`src/rtl/corePckg.sv`:
```
// Shared core definitions: ALU operation encoding, branch funct3 codes and
// the default datapath width.
package corePckg;

  localparam int unsigned cXLEN = 32;

  // ALU operations; encodings above eNoOp are undefined and produce zero.
  typedef enum logic [3:0] {
    eAdd,
    eSub,
    eShftLeft,
    eCompareSigned,
    eCompareUnsigned,
    eXor,
    eShftRight,
    eShftRightArit,
    eOr,
    eAnd,
    eNoOp
  } tArithEnum;

  // RISC-V conditional branch funct3 encodings.
  localparam logic [2:0] cBrEq  = 3'b000;
  localparam logic [2:0] cBrNe  = 3'b001;
  localparam logic [2:0] cBrLt  = 3'b100;
  localparam logic [2:0] cBrGe  = 3'b101;
  localparam logic [2:0] cBrLtu = 3'b110;
  localparam logic [2:0] cBrGeu = 3'b111;

  // Branch decision from precomputed compare flags; unknown funct3 is not taken.
  function automatic logic brDecide(input logic [2:0] funct3,
                                    input logic       eq,
                                    input logic       ltS,
                                    input logic       ltU);
    logic taken;
    case (funct3)
      cBrEq:   taken = eq;
      cBrNe:   taken = !eq;
      cBrLt:   taken = ltS;
      cBrGe:   taken = !ltS;
      cBrLtu:  taken = ltU;
      cBrGeu:  taken = !ltU;
      default: taken = 1'b0;
    endcase
    return taken;
  endfunction

endpackage

```
`src/rtl/alu_pipe_stage.sv`:
```
// One register slice of the ALU pipeline: a valid bit plus an opaque payload,
// both advancing only when the whole pipe advances.
module alu_pipe_stage #(
  parameter int unsigned Width = 8
) (
  input  logic             iClk,
  input  logic             iRst,
  input  logic             iEn,
  input  logic             iFlush,
  input  logic             iValid,
  input  logic [Width-1:0] iData,
  output logic             oValid,
  output logic [Width-1:0] oData
);

  logic             validQ;
  logic [Width-1:0] dataQ;

  // Valid follows upstream on enable; flush wins over both enable and stall.
  always_ff @(posedge iClk or negedge iRst) begin
    if (!iRst) begin
      validQ <= 1'b0;
    end else if (iFlush) begin
      validQ <= 1'b0;
    end else if (iEn) begin
      validQ <= iValid;
    end
  end

  // Payload only captured for real operations so idle outputs stay quiet.
  always_ff @(posedge iClk or negedge iRst) begin
    if (!iRst) begin
      dataQ <= '0;
    end else if (iEn && iValid) begin
      dataQ <= iData;
    end
  end

  assign oValid = validQ;
  assign oData  = dataQ;

endmodule

```
`src/rtl/alu_pipe.sv`:
```
// Pipelined integer ALU with branch resolution. Stage 1 computes the result;
// the remaining STAGES-1 stages are plain register slices. The whole pipe
// stalls as one unit under downstream back-pressure.
module alu_pipe
  import corePckg::*;
#(
  parameter int unsigned XLEN   = cXLEN,
  parameter int unsigned STAGES = 2,
  parameter int unsigned REGW   = 5
) (
  input  logic            iClk,
  input  logic            iRst,
  input  logic            iValid,
  output logic            oReady,
  input  tArithEnum       iOp,
  input  logic [XLEN-1:0] iOperand1,
  input  logic [XLEN-1:0] iOperand2,
  input  logic [REGW-1:0] iRdAddr,
  input  logic            iBrValid,
  input  logic [2:0]      iBrFunct3,
  input  logic [XLEN-1:0] iBrTarget,
  input  logic            iFlush,
  output logic            oValid,
  input  logic            iReady,
  output logic [XLEN-1:0] oData,
  output logic [REGW-1:0] oRdAddr,
  output logic            oBrTaken,
  output logic [XLEN-1:0] oBrPc
);

  localparam int unsigned ShW  = $clog2(XLEN);
  // Payload layout: {data, rdAddr, brTaken, brPc}
  localparam int unsigned PayW = XLEN + REGW + 1 + XLEN;

  logic            advance;
  logic [ShW-1:0]  shamt;
  logic            opEq;
  logic            opLtS;
  logic            opLtU;
  logic [XLEN-1:0] aluResult;

  logic [XLEN-1:0] s1Data;
  logic [REGW-1:0] s1Rd;
  logic            s1BrTaken;
  logic [XLEN-1:0] s1BrPc;
  logic [PayW-1:0] s1PayD;

  logic            s1ValidQ;
  logic [PayW-1:0] s1PayQ;

  logic            chainValid [STAGES];
  logic [PayW-1:0] chainPay   [STAGES];

  logic            brTakenRaw;

  // Pipe moves whenever the output slot is empty or being consumed.
  assign advance = !oValid || iReady;
  assign oReady  = advance;

  assign shamt = iOperand2[ShW-1:0];
  assign opEq  = (iOperand1 == iOperand2);
  assign opLtS = ($signed(iOperand1) < $signed(iOperand2));
  assign opLtU = (iOperand1 < iOperand2);

  // Stage-1 arithmetic; undefined encodings fall through to zero.
  always_comb begin
    aluResult = '0;
    case (iOp)
      eAdd:             aluResult = iOperand1 + iOperand2;
      eSub:             aluResult = iOperand1 - iOperand2;
      eShftLeft:        aluResult = iOperand1 << shamt;
      eCompareSigned:   aluResult = {{(XLEN-1){1'b0}}, opLtS};
      eCompareUnsigned: aluResult = {{(XLEN-1){1'b0}}, opLtU};
      eXor:             aluResult = iOperand1 ^ iOperand2;
      eShftRight:       aluResult = iOperand1 >> shamt;
      eShftRightArit:   aluResult = $signed(iOperand1) >>> shamt;
      eOr:              aluResult = iOperand1 | iOperand2;
      eAnd:             aluResult = iOperand1 & iOperand2;
      eNoOp:            aluResult = iOperand1;
      default:          aluResult = '0;
    endcase
  end

  // Branches write no register: data and destination are forced to zero.
  always_comb begin
    s1Data    = aluResult;
    s1Rd      = iRdAddr;
    s1BrTaken = 1'b0;
    s1BrPc    = '0;
    if (iBrValid) begin
      s1Data    = '0;
      s1Rd      = '0;
      s1BrTaken = brDecide(iBrFunct3, opEq, opLtS, opLtU);
      s1BrPc    = iBrTarget;
    end
    s1PayD = {s1Data, s1Rd, s1BrTaken, s1BrPc};
  end

  // Stage-1 valid: flush drops in-flight work and any input offered alongside.
  always_ff @(posedge iClk or negedge iRst) begin
    if (!iRst) begin
      s1ValidQ <= 1'b0;
    end else if (iFlush) begin
      s1ValidQ <= 1'b0;
    end else if (advance) begin
      s1ValidQ <= iValid;
    end
  end

  // Stage-1 payload captured only on an accepted operation.
  always_ff @(posedge iClk or negedge iRst) begin
    if (!iRst) begin
      s1PayQ <= '0;
    end else if (advance && iValid) begin
      s1PayQ <= s1PayD;
    end
  end

  assign chainValid[0] = s1ValidQ;
  assign chainPay[0]   = s1PayQ;

  for (genvar s = 1; s < STAGES; s++) begin : gStage
    alu_pipe_stage #(
      .Width(PayW)
    ) uStage (
      .iClk  (iClk),
      .iRst  (iRst),
      .iEn   (advance),
      .iFlush(iFlush),
      .iValid(chainValid[s-1]),
      .iData (chainPay[s-1]),
      .oValid(chainValid[s]),
      .oData (chainPay[s])
    );
  end

  assign oValid = chainValid[STAGES-1];
  assign {oData, oRdAddr, brTakenRaw, oBrPc} = chainPay[STAGES-1];
  // Last taken flag lingers in the register after the slot empties.
  assign oBrTaken = oValid && brTakenRaw;

endmodule

```
`config.mk`:
```
export PLATFORM = sky130hd
export DESIGN_NAME = alu_pipe
export DESIGN_NICKNAME = d
export VERILOG_FILES = /design/src/rtl/corePckg.sv /design/src/rtl/alu_pipe_stage.sv /design/src/rtl/alu_pipe.sv
export SDC_FILE = /design/constraint.sdc
export NUM_CORES = 1
export LEC_CHECK = 0
export ABC_AREA = 0
export BUFFER_PORTS_ARGS = -buffer_cell sky130_fd_sc_hd__buf_2
export CAP_MARGIN = 30
export CORE_MARGIN = 1
export CORE_UTILIZATION = 34
export CTS_CLUSTER_DIAMETER = 60
export CTS_CLUSTER_SIZE = 12
export DETAILED_ROUTE_END_ITERATION = 7
export RECOVER_POWER = 100
export SLEW_MARGIN = 20
export SYNTH_ARGS = -nofsm -noshare
export SYNTH_HDL_FRONTEND = slang
export SYNTH_SLANG_ARGS = --single-unit
```
`constraint.sdc`:
```
create_clock -name iClk -period 2.25 [get_ports iClk]
set_clock_uncertainty 0.1 [all_clocks]
set_input_delay 0.3375 -clock iClk [delete_from_list [all_inputs] [get_ports iClk]]
set_output_delay 0.3375 -clock iClk [all_outputs]
set_load 0.02 [all_outputs]
```
==> qor.csv <==
stage;metric;value;unit
critical_path;cp.arrival;2930;ps
synthesis;synth_cells;1809;
sta;finalCriticalPeriod;2674;ps
outcome;outcome;finished, violations left;
floorplan;num_rows;75;
cts;numCtsBuffers;17;
synthesis;yosys_warnings;0;
sta;drv_slew;0;
cts;cts_max_path_buffers;2;
sta;post-route-period-util;1.189;
route;vias;18460;
pwr;p_per_area;484.4;nW/um2
global_route;grt_use_total;0.3490;
cts;htreeDepth;4;
synthesis;synth_top_cell_by_area;dfrtp_1;
placed_design;numPortBuffers;185;
worst_hold_path;whs_path_depth;3;
synthesis;synth-seq-area-share;0.2421;
floorplan;die_y;209.8;um
critical_path;r2r-end;s1PayQ[68];
sta;final.setup.worst_slack;-424.3;ps
placed_design;dp_cells;3006;
pwr;vdd_drop_max;0.3999;mV
layout;drive_above_1_share;0.4961;
synthesis;syn_area;14680;um2
sta;maxSlewHeadroom;0.2305;
critical_path;reg2reg_depth;11;
global_route;grt_pass1_vias;18090;
synthesis;synth-async-reset-ratio;1.000;
global_route;grt_max_degree;55;
synthesis;ys.flop_type;dfrtp_1;
route;vias_per_cell;5.926;
floorplan;die_area;44010;um2
floorplan;start_util;0.3476;
route;wl_per_cell;25.36;um
sta;hold_slack;56.01;ps
worst_hold_path;min_path_type;input pin to register;
route;drcViolationCount;0;
layout;multi_input_area;12230;um2
layout;stdcell_count;3115;
cts;clockRootBuffer;clkbuf_16;
global_route;overflow;0;
synthesis;synth_nets;2029;
synthesis;synth_top_area_frac;0.2421;
synthesis;ys_ff_latch;142;
cts;clk_latency;450;ps
cts;cts_tree;built;
placed_design;place_area;20740;um2
synthesis;synth_edf_count;0;
layout;fin_nets;2781;
global_route;grt_pass1_wl;114800;um
synthesis;synthDistinctLibCells;81;
critical_path;rr_startpoint;gStage[1].uStage.oValid;
sta;tightest_slew;1154;ps
layout;regArea;3553;um2
floorplan;ios;186;
global_route;antenna_found_initial;1;
route;wl;78990;um
worst_hold_path;hp-start;iBrTarget[0];
cts;clk_pin_slew;80;ps
critical_path;required;2510;ps
critical_path;worstSetupEndpointType;register;
floorplan;core-area;42230;um2
sta;rsz0062_at_grt;true;
layout;syn2layout_area_growth;64.78;%
floorplan;die_x;209.8;um
route;ant_nets;0;
sta;setup-violations-final;33;
job;cap_viol_max_count;0;
worst_hold_path;whs_endpoint;s1PayQ[0];
sta;hold_viol_final;0;
layout;fill_cells;3835;
sta;fmax;0.3739;GHz
pwr;power;11.72;mW
placed_design;dp_slack;-1236;ps
cts;clkSinkCount;142;
placed_design;dp_hpwl;61560;um
critical_path;start_kind;input pin;
synthesis;synth.area.top_cells;dfrtp_1 (24%), ha_1 (8.9%), mux2_2 (7.2%);
synthesis;syn_area_per_cell;8.114;um2
route;drt-initial-drc-count;1866;
critical_path;worstPathMaxFanout;4;
layout;design_area;24190;um2
outcome;failed_checks;negative setup slack;
critical_path;path_class;input pin to register;
critical_path;rrSetupSlack;-330;ps
placed_design;place_congestion;1.049;
route;first_pass_iters;5;
pwr;p_leak;10.99;nW
[stage by stage]
stage                     utilization  setup TNS (ps)
after floorplan                     -          -16870
after global placement         0.4912          -30880
after detailed placement       0.4912          -32170
after CTS                      0.5597           -7954
after global routing           0.5727          -11070
final                          0.5728           -8720
[final cells by class]
class,instances,area share
Multi-Input combinational cell,1420,0.5056
Timing Repair Buffer,876,0.2752
Sequential cell,142,0.1469
Tap cell,539,0.02788
Inverter,104,0.01893
Clock buffer,17,0.01759
Clock inverter,15,0.007656
Antenna cell,2,0.0002069
[sequential cells by signal, indices dropped and copies added, names as in the netlist]
register and cells:
gStage.uStage.oValid 1, gStage.uStage.oData 70, s1ValidQ 1, s1PayQ 70
[Yosys cell counts, drive strengths merged, types with 13 or more instances]
cell / number
a211oi: 31
a21o: 17
a21oi: 123
a221oi: 31
a22oi: 21
a31oi: 22
buf: 48
clkbuf: 95
dfrtp: 142
ha: 104
inv: 102
mux2: 94
mux2i: 48
mux4: 35
nand2: 206
nand2b: 21
nand3: 26
nand4: 15
nor2: 161
nor2b: 15
nor3: 32
nor4: 21
o211ai: 19
o21ai: 142
o221ai: 19
o22ai: 19
o31ai: 22
or3: 13
[worst max-delay path, stage by stage]
cell	delay, ps
buf_8	110
inv_4	50
ha_4	190
or3_4	400
nor4b_4	290
o31a_1	260
nor4_4	90
o31a_1	300
o21ba_4	240
or4_1	400
a41o_1	200
nand3_2	50
[where the power goes]
part / total, mW / internal [mW] / leakage [nW] / switching (mW)
Sequential: 3.03 / 2.86 / 1.89 / 0.169
Clock: 2.94 / 1.51 / 0.293 / 1.43
Combinational: 5.75 / 2.59 / 8.81 / 3.16
[per-layer routing]
layer / vias to the layer above / track usage / wire length [um] / share of wire
li1: 8220 / - / - / -
met1: 8940 / 0.4503 / 31890 / 0.40
met2: 1046 / 0.5624 / 35560 / 0.45
met3: 252 / 0.04803 / 6132 / 0.078
met4: 2 / 0.1936 / 5389 / 0.068
met5: - / 0 / 13 / 0.00016
[repair_timing]
| item | in CTS | in global routing |
|---|---|---|
| pin swaps | 140 | 91 |
| buffers inserted | 66 | 22 |
| cloned | 4 | 0 |
| endpoints found under the hold margin | 42 | 0 |
| setup endpoints to repair | 33 | 32 |
| resized for setup | 399 | 148 |
| hold buffers | 2 | 0 |
[how the worst max path moves through the flow]
stage / from / slack, ps / endpoint
6_report: iOperand1[9] / -420 / s1PayQ[67]
4_1_cts: iOperand2[27] / -430 / s1PayQ[32]
3_3_place_gp: iOperand1[26] / -1210 / s1PayQ[32]
2_1_floorplan: iOperand2[2] / -770 / s1PayQ[67]
5_1_grt: iOperand2[11] / -480 / s1PayQ[67]
3_5_place_dp: iOperand1[26] / -1240 / s1PayQ[32]
[cell families (layout without fill, tap and decap cells)]
| logic type | after synthesis | in the layout | synth area share |
|---|---|---|---|
| other cells | 0 | 2 | 0 |
| mux | 177 | 177 | 0.1585 |
| xor+xnor | 12 | 12 | 0.007160 |
| flops | 142 | 142 | 0.2421 |
| buf+inv | 247 | 1012 | 0.06776 |
| simple gates | 545 | 545 | 0.1679 |
| compound gates | 580 | 580 | 0.2652 |
| fa+ha+maj | 106 | 106 | 0.09137 |
[cell usage in the layout, fill, tap and decap left out, types with 25 or more instances in the layout]
cell | Yosys | layout
o21ai_0 | 137 | 95
inv_2 | 1 | 27
mux2_2 | 94 | 84
dfrtp_1 | 142 | 142
buf_4 | 4 | 622
mux4_2 | 35 | 35
ha_1 | 104 | 67
inv_1 | 101 | 64
nand2_1 | 206 | 198
buf_2 | 24 | 81
ha_4 | 0 | 30
o21ai_1 | 4 | 25
nor2_1 | 161 | 137
a21oi_1 | 123 | 91
buf_6 | 3 | 66
mux2i_1 | 48 | 33
clkbuf_1 | 95 | 74
Power figures use the tool's default switching activity.
